File: src/rtl/can_irq_pkg.sv
// Shared encodings for the CAN interrupt controller: register select codes,
// control bit positions and the pulse-mode FSM states.
package can_irq_pkg;

  localparam logic [1:0] SEL_IEN  = 2'd0;
  localparam logic [1:0] SEL_PEND = 2'd1;
  localparam logic [1:0] SEL_CTRL = 2'd2;

  localparam int CTRL_GIE   = 0;
  localparam int CTRL_PMODE = 1;
  localparam int CTRL_ONOFF = 2;

  typedef enum logic [1:0] {
    IDLE  = 2'd0,
    PULSE = 2'd1,
    HOLD  = 2'd2
  } irq_state_t;

  // Index width for n items, never narrower than one bit.
  function automatic int id_width(input int n);
    return (n > 1) ? $clog2(n) : 1;
  endfunction

endpackage

File: src/rtl/can_irq_ctrl_if.sv
// CPU/CAN-side bundle of the interrupt controller; the controller is the
// slave, the CPU/CAN core side is the master.
interface can_irq_ctrl_if
  import can_irq_pkg::*;
#(
  parameter int NSRC = 3
);
  localparam int ID_W = id_width(NSRC);

  logic            cpu_we;
  logic [1:0]      cpu_sel;
  logic [NSRC-1:0] cpu_wdata;
  logic            cpu_ack;
  logic [NSRC-1:0] can_evt;

  logic [NSRC-1:0] ien;
  logic [NSRC-1:0] pend;
  logic            gie;
  logic            pmode;
  logic            onoff;
  logic            irq;
  logic [ID_W-1:0] irq_id;
  logic            vec_valid;

  modport master (
    output cpu_we, cpu_sel, cpu_wdata, cpu_ack, can_evt,
    input  ien, pend, gie, pmode, onoff, irq, irq_id, vec_valid
  );

  modport slave (
    input  cpu_we, cpu_sel, cpu_wdata, cpu_ack, can_evt,
    output ien, pend, gie, pmode, onoff, irq, irq_id, vec_valid
  );

endinterface

File: src/rtl/can_irq_prio_enc.sv
// Lowest-index-first priority encoder, purely combinational.
// id is 0 whenever valid is 0.
module can_irq_prio_enc
  import can_irq_pkg::*;
#(
  parameter  int NSRC = 3,
  localparam int ID_W = id_width(NSRC)
) (
  input  logic [NSRC-1:0] req,
  output logic [ID_W-1:0] id,
  output logic            valid
);

  always_comb begin
    id    = '0;
    valid = 1'b0;
    // Scan downwards so the lowest set index is the last one written.
    for (int i = NSRC - 1; i >= 0; i--) begin
      if (req[i]) begin
        id    = ID_W'(i);
        valid = 1'b1;
      end
    end
  end

endmodule

File: src/rtl/can_irq_ctrl.sv
// NSRC-source interrupt controller: pending/enable/control registers, a
// level or fixed-width pulse irq line, and a registered highest-priority vector.
module can_irq_ctrl
  import can_irq_pkg::*;
#(
  parameter int NSRC    = 3,
  parameter int PULSE_W = 4
) (
  input logic           clk,
  input logic           rst,
  can_irq_ctrl_if.slave bus
);

  localparam int ID_W  = id_width(NSRC);
  localparam int CNT_W = id_width(PULSE_W);

  logic [NSRC-1:0] ien;
  logic [NSRC-1:0] pend;
  logic [2:0]      ctrl;
  logic [NSRC-1:0] active;
  logic [NSRC-1:0] active_q;
  logic [NSRC-1:0] clr;
  logic            any;
  logic            new_evt;
  logic            abort;
  logic            wr_ien;
  logic            wr_pend;
  logic            wr_ctrl;
  logic [ID_W-1:0] enc_id;
  logic            enc_vld;
  logic [ID_W-1:0] irq_id_q;
  logic            vec_valid_q;
  logic            irq_q;
  logic            irq_n;
  logic [CNT_W-1:0] cnt;
  logic [CNT_W-1:0] cnt_n;
  irq_state_t      state;
  irq_state_t      state_n;

  assign wr_ien  = bus.cpu_we && (bus.cpu_sel == SEL_IEN);
  assign wr_pend = bus.cpu_we && (bus.cpu_sel == SEL_PEND);
  assign wr_ctrl = bus.cpu_we && (bus.cpu_sel == SEL_CTRL);

  assign active  = pend & ien;
  assign any     = ctrl[CTRL_GIE] & (|active);
  assign new_evt = ctrl[CTRL_GIE] & (|(active & ~active_q));

  // A mode change or gie drop kills any pulse in flight at the write edge.
  assign abort = wr_ctrl &&
                 ((bus.cpu_wdata[CTRL_PMODE] != ctrl[CTRL_PMODE]) || !bus.cpu_wdata[CTRL_GIE]);

  always_comb begin
    clr = '0;
    for (int i = 0; i < NSRC; i++) begin
      clr[i] = (wr_pend & bus.cpu_wdata[i]) |
               (bus.cpu_ack & vec_valid_q & (irq_id_q == ID_W'(i)));
    end
  end

  can_irq_prio_enc #(.NSRC(NSRC)) u_enc (
    .req   (active),
    .id    (enc_id),
    .valid (enc_vld)
  );

  always_ff @(posedge clk or negedge rst) begin
    if (!rst) begin
      ien         <= '0;
      pend        <= '0;
      ctrl        <= '0;
      active_q    <= '0;
      irq_id_q    <= '0;
      vec_valid_q <= 1'b0;
    end else begin
      if (wr_ien)  ien  <= bus.cpu_wdata;
      if (wr_ctrl) ctrl <= bus.cpu_wdata[2:0];
      // Events are OR-ed in after the clear so a same-cycle set always wins.
      pend        <= bus.can_evt | (pend & ~clr);
      active_q    <= active;
      vec_valid_q <= any;
      irq_id_q    <= (any && enc_vld) ? enc_id : '0;
    end
  end

  always_ff @(posedge clk or negedge rst) begin
    if (!rst) begin
      state <= IDLE;
      cnt   <= '0;
      irq_q <= 1'b0;
    end else begin
      state <= state_n;
      cnt   <= cnt_n;
      irq_q <= irq_n;
    end
  end

  always_comb begin
    state_n = state;
    cnt_n   = cnt;
    irq_n   = irq_q;
    if (abort) begin
      state_n = IDLE;
      cnt_n   = '0;
      irq_n   = 1'b0;
    end else if (!ctrl[CTRL_PMODE]) begin
      state_n = IDLE;
      cnt_n   = '0;
      irq_n   = any;
    end else begin
      unique case (state)
        IDLE: begin
          irq_n = 1'b0;
          if (new_evt) begin
            state_n = PULSE;
            cnt_n   = CNT_W'(PULSE_W - 1);
            irq_n   = 1'b1;
          end
        end
        PULSE: begin
          irq_n = 1'b1;
          if (cnt == '0) begin
            state_n = HOLD;
            irq_n   = 1'b0;
          end else begin
            cnt_n = cnt - CNT_W'(1);
          end
        end
        HOLD: begin
          irq_n = 1'b0;
          if (new_evt) begin
            state_n = PULSE;
            cnt_n   = CNT_W'(PULSE_W - 1);
            irq_n   = 1'b1;
          end else if (!any) begin
            state_n = IDLE;
          end
        end
        default: begin
          state_n = IDLE;
          cnt_n   = '0;
          irq_n   = 1'b0;
        end
      endcase
    end
  end

  assign bus.ien       = ien;
  assign bus.pend      = pend;
  assign bus.gie       = ctrl[CTRL_GIE];
  assign bus.pmode     = ctrl[CTRL_PMODE];
  assign bus.onoff     = ctrl[CTRL_ONOFF];
  assign bus.irq       = irq_q;
  assign bus.irq_id    = irq_id_q;
  assign bus.vec_valid = vec_valid_q;

endmodule

File: src/flat_wrapper.sv
// flat-port wrapper written by rule: the top's interface ports become plain ports
module can_irq_ctrl_flat import can_irq_pkg::*;
#(
  parameter int NSRC    = 3,
  parameter int PULSE_W = 4
)
  (clk, rst, bus_cpu_we, bus_cpu_sel, bus_cpu_wdata, bus_cpu_ack, bus_can_evt, bus_ien, bus_pend, bus_gie, bus_pmode, bus_onoff, bus_irq, bus_irq_id, bus_vec_valid);
  can_irq_ctrl_if #(.NSRC(NSRC)) bus_i ();
  input logic clk;
  input logic rst;
  input wire logic [$bits(bus_i.cpu_we)-1:0] bus_cpu_we;
  input wire logic [$bits(bus_i.cpu_sel)-1:0] bus_cpu_sel;
  input wire logic [$bits(bus_i.cpu_wdata)-1:0] bus_cpu_wdata;
  input wire logic [$bits(bus_i.cpu_ack)-1:0] bus_cpu_ack;
  input wire logic [$bits(bus_i.can_evt)-1:0] bus_can_evt;
  output wire logic [$bits(bus_i.ien)-1:0] bus_ien;
  output wire logic [$bits(bus_i.pend)-1:0] bus_pend;
  output wire logic [$bits(bus_i.gie)-1:0] bus_gie;
  output wire logic [$bits(bus_i.pmode)-1:0] bus_pmode;
  output wire logic [$bits(bus_i.onoff)-1:0] bus_onoff;
  output wire logic [$bits(bus_i.irq)-1:0] bus_irq;
  output wire logic [$bits(bus_i.irq_id)-1:0] bus_irq_id;
  output wire logic [$bits(bus_i.vec_valid)-1:0] bus_vec_valid;
  assign bus_i.cpu_we = bus_cpu_we;
  assign bus_i.cpu_sel = bus_cpu_sel;
  assign bus_i.cpu_wdata = bus_cpu_wdata;
  assign bus_i.cpu_ack = bus_cpu_ack;
  assign bus_i.can_evt = bus_can_evt;
  assign bus_ien = bus_i.ien;
  assign bus_pend = bus_i.pend;
  assign bus_gie = bus_i.gie;
  assign bus_pmode = bus_i.pmode;
  assign bus_onoff = bus_i.onoff;
  assign bus_irq = bus_i.irq;
  assign bus_irq_id = bus_i.irq_id;
  assign bus_vec_valid = bus_i.vec_valid;
  can_irq_ctrl #(.NSRC(NSRC), .PULSE_W(PULSE_W)) u_core (.clk(clk), .rst(rst), .bus(bus_i));
endmodule
File: config.mk
export PLATFORM = sky130hd
export DESIGN_NAME = can_irq_ctrl_flat
export DESIGN_NICKNAME = d
export VERILOG_FILES = /design/src/rtl/can_irq_pkg.sv /design/src/rtl/can_irq_ctrl_if.sv /design/src/rtl/can_irq_prio_enc.sv /design/src/rtl/can_irq_ctrl.sv /design/src/flat_wrapper.sv
export SDC_FILE = /design/constraint.sdc
export NUM_CORES = 1
export LEC_CHECK = 0
export ABC_CLOCK_PERIOD_IN_PS = 1200
export BUFFER_PORTS_ARGS = -buffer_cell sky130_fd_sc_hd__buf_2
export CAP_MARGIN = 10
export CORE_MARGIN = 2
export CORE_UTILIZATION = 46
export CTS_CLUSTER_SIZE = 30
export DETAILED_ROUTE_END_ITERATION = 8
export GPL_TIMING_DRIVEN = 0
export PLACE_DENSITY = 0.77
export SYNTH_ARGS = -nofsm -noshare
export SYNTH_HDL_FRONTEND = slang
export SYNTH_HIERARCHICAL = 1
export SYNTH_SLANG_ARGS = --single-unit
File: constraint.sdc
create_clock -name clk -period 1.2 [get_ports clk]
set_input_delay 0.3 -clock clk [delete_from_list [all_inputs] [get_ports clk]]
set_output_delay 0.3 -clock clk [all_outputs]
set_load 0.1 [all_outputs]
==> flow_metrics.env <==
export IMPL_die_width_um=49.94
export IMPL_grt_max_degree=21
export IMPL_path_class="register to register"
export IMPL_nFillCells=124
export IMPL_violations="negative setup slack"
export IMPL_drc=0
export IMPL_ys_ff_latch=20
export IMPL_syn_to_final_growth_pct=54.90
export IMPL_final_nets=134
export IMPL_cts_tree="done"
export IMPL_drv_slew=0
export IMPL_setup_viol=20
export IMPL_dpl_instance_area_um2=1162
export IMPL_synth_top_cells_by_count="dfrtp_1, mux2_1, nand2_1, and3b_1, inv_1"
export IMPL_grt_first_pass_wirelength_mm=4.112
export IMPL_ys_warn_count=6
export IMPL_wl_per_cell_um=16.54
export IMPL_status="finished, violations left"
export IMPL_r2r_start="u_core/bus.pend[0]"
export IMPL_gp_congestion=0.7709
export IMPL_cp_max_fo=5
export IMPL_syn_inst=84
export IMPL_clock_latency_ns=0.31
export IMPL_yosysSeqAreaShare=0.5155
export IMPL_ys_async_sr_fraction=1.000
export IMPL_place_hpwl_mm=1.562
export IMPL_dr_pass1_iters=4
export IMPL_worst_slew_pin_slew_ns=0.4579
export IMPL_p_total_mw=2.992
export IMPL_yosysTopAreaCell="dfrtp_1"
export IMPL_grt_usage=0.2246
export IMPL_synth_cell_area_um2=970.9
export IMPL_clkSinkCount=20
export IMPL_cts_buffers=3
export IMPL_fin_crit_ns=1.430
export IMPL_skew_ns=0.007686
export IMPL_power_density_nw_per_um2=1989
export IMPL_maxCapViolCount=0
export IMPL_drive_above_1_share=0.4917
export IMPL_port_buffers=24
export IMPL_die_area_um2=2494
export IMPL_drt_total_wl_mm=2.431
export IMPL_yosys_cell_types_count=32
export IMPL_rsz0062_at_grt="yes"
export IMPL_synth_ff_type="dfrtp_1"
export IMPL_worstHoldPathType="input port to register"
export IMPL_startpoint="u_core/bus.pend[0]"
export IMPL_via_per_inst=5.653
export IMPL_core_um2=1982
export IMPL_vias=831
export IMPL_grt_antenna_before_repair=0
export IMPL_grt_overflow_total=0
export IMPL_finalCritPeriodShare=1.191
export IMPL_drt_first_iter_violations=19
export IMPL_leakage_nw=0.6455
export IMPL_ys_top_cells_by_area="dfrtp_1, mux2_1, and3b_1"
export IMPL_row_count=16
export IMPL_synth_most_common_cell="dfrtp_1"
export IMPL_antennaDiodeCount=0
export IMPL_endpoint_kind="register"
export IMPL_antenna_left=0
export IMPL_crit_required_ns=1.41
export IMPL_cts_max_path_buffers=2
export IMPL_synth_nets=97
export IMPL_synth_edf_count=0
export IMPL_clkTransAtPathRegs_ns=0.12
export IMPL_synth_top_area_share=0.5155
export IMPL_max_slew_margin=0.6947
export IMPL_max_freq_mhz=699.4
export IMPL_fp_dieH_um=49.94
export IMPL_grt_pass1_vias=890
export IMPL_crit_path_start_kind="register"
export IMPL_initial_core_util=0.4899
export IMPL_ios=25
export IMPL_final_area_um2=1504
export IMPL_arrival_ns=1.64
export IMPL_h_tree_depth=1
export IMPL_vdd_drop_max_uv=1253
export IMPL_final_hold_viol_count=0
export IMPL_clockRootBuffer="clkbuf_4"
export IMPL_layout_setup_ws_ns=-0.2297
export IMPL_postSynthAreaPerCell_um2=11.56
export IMPL_hold_path_startpoint="bus_can_evt[2]"
## registers in the layout, indices dropped and copies added (netlist names)
signal and count:
u_core/cnt 2, u_core/bus.vec_valid 1, u_core/bus.pend 3, u_core/state 2, u_core/bus.irq 1, u_core/bus.ien 3
u_core/bus.irq_id 2, u_core/ctrl 3, u_core/active_q 3
## final timing paths
path                                 endpoint  cells past startpoint  slack (ns)
min reg2reg                    u_core/ctrl[2]                      1        0.58
min in group asynchronous      u_core/bus.irq                      2        0.46
max                           u_core/state[1]                      3       -0.23
max reg2reg                   u_core/state[1]                      3       -0.23
min                        u_core/bus.pend[2]                      2        0.18
max in group asynchronous  u_core/bus.pend[2]                      2        0.38
## logic make-up (layout without fill, tap and decap cells)
kind of cell,after synthesis,in the layout,share of synthesized area
DFF,20,20,0.5155
adders and majority gates,1,1,0.01288
and+or+nand+nor,32,32,0.2165
muxes,6,6,0.06958
AOI/OAI and AO/OA,18,18,0.1534
buffers and inverters,6,42,0.02319
xor gates and xnor gates,1,1,0.009022
## cells in the final DEF (no fill, tap or decap), types with 3 or more instances in the layout
| cell | count |
|---|---|
| a31o_1 | 3 |
| clkbuf_4 | 3 |
| dfrtp_2 | 4 |
| dfrtp_4 | 8 |
| and2_1 | 3 |
| buf_2 | 11 |
| buf_12 | 12 |
| dfrtp_1 | 8 |
| buf_4 | 6 |
| inv_1 | 5 |
| and3b_1 | 3 |
| nand2_1 | 6 |
| nor2_1 | 4 |
| mux2_1 | 6 |
## what timing repair did
item,in CTS,in global routing
setup endpoints to repair,21,22
pin swaps,8,2
hold buffers,1,0
resized for setup,50,11
endpoints found under the hold margin,20,0
setup buffers,6,1
gates cloned,0,0
## critical path, stage by stage (launching register included)
cell and delay [ns]:
dfrtp_4 0.51, a222oi_1 0.43, nor2_1 0.18, a41o_1 0.21
## layer usage
layer / share of wire / routed length, um / track usage
met1: 0.36 / 886 / 0.2287
met2: 0.56 / 1353 / 0.4200
met3: 0.055 / 133 / 0.06364
met4: 0.023 / 57 / 0.09722
met5: 0 / 0 / 0
## report_power, final
| group | switching (mW) | leakage [nW] | total [mW] | internal (mW) |
|---|---|---|---|---|
| Sequential | 0.142 | 0.230 | 0.980 | 0.838 |
| Clock | 0.212 | 0.0210 | 0.398 | 0.185 |
| Combinational | 0.963 | 0.394 | 1.61 | 0.651 |
| Total | 1.32 | 0.646 | 2.99 | 1.67 |
## area by class of cell
type | count | area (um^2) | area share
multi-input cells | 58 | 499.2 | 0.3319
flip-flops and latches | 20 | 535.5 | 0.3561
inverters | 6 | 22.52 | 0.01498
clock buffers | 4 | 36.28 | 0.02413
repair buffers | 32 | 376.6 | 0.2504
well taps | 27 | 33.78 | 0.02246
## per-stage QoR
| stage | setup slack, ns | setup TNS, ns | hold WS [ns] | instances | utilization |
|---|---|---|---|---|---|
| 6_report | -0.2297 | -2.462 | 0.1827 | 147 | 0.7588 |
| 3_3_place_gp | -0.1979 | -1.086 | 0.2689 | 135 | 0.5865 |
| 3_5_place_dp | -0.1908 | -1.224 | 0.2717 | 135 | 0.5865 |
| 5_1_grt | -0.2859 | -3.257 | 0.1791 | 147 | 0.7588 |
| 4_1_cts | -0.1906 | -2.301 | 0.1770 | 146 | 0.7298 |
| 2_1_floorplan | -0.2908 | -1.913 | 0.004409 | 84 | - |
(Power assumes the default switching activity.)
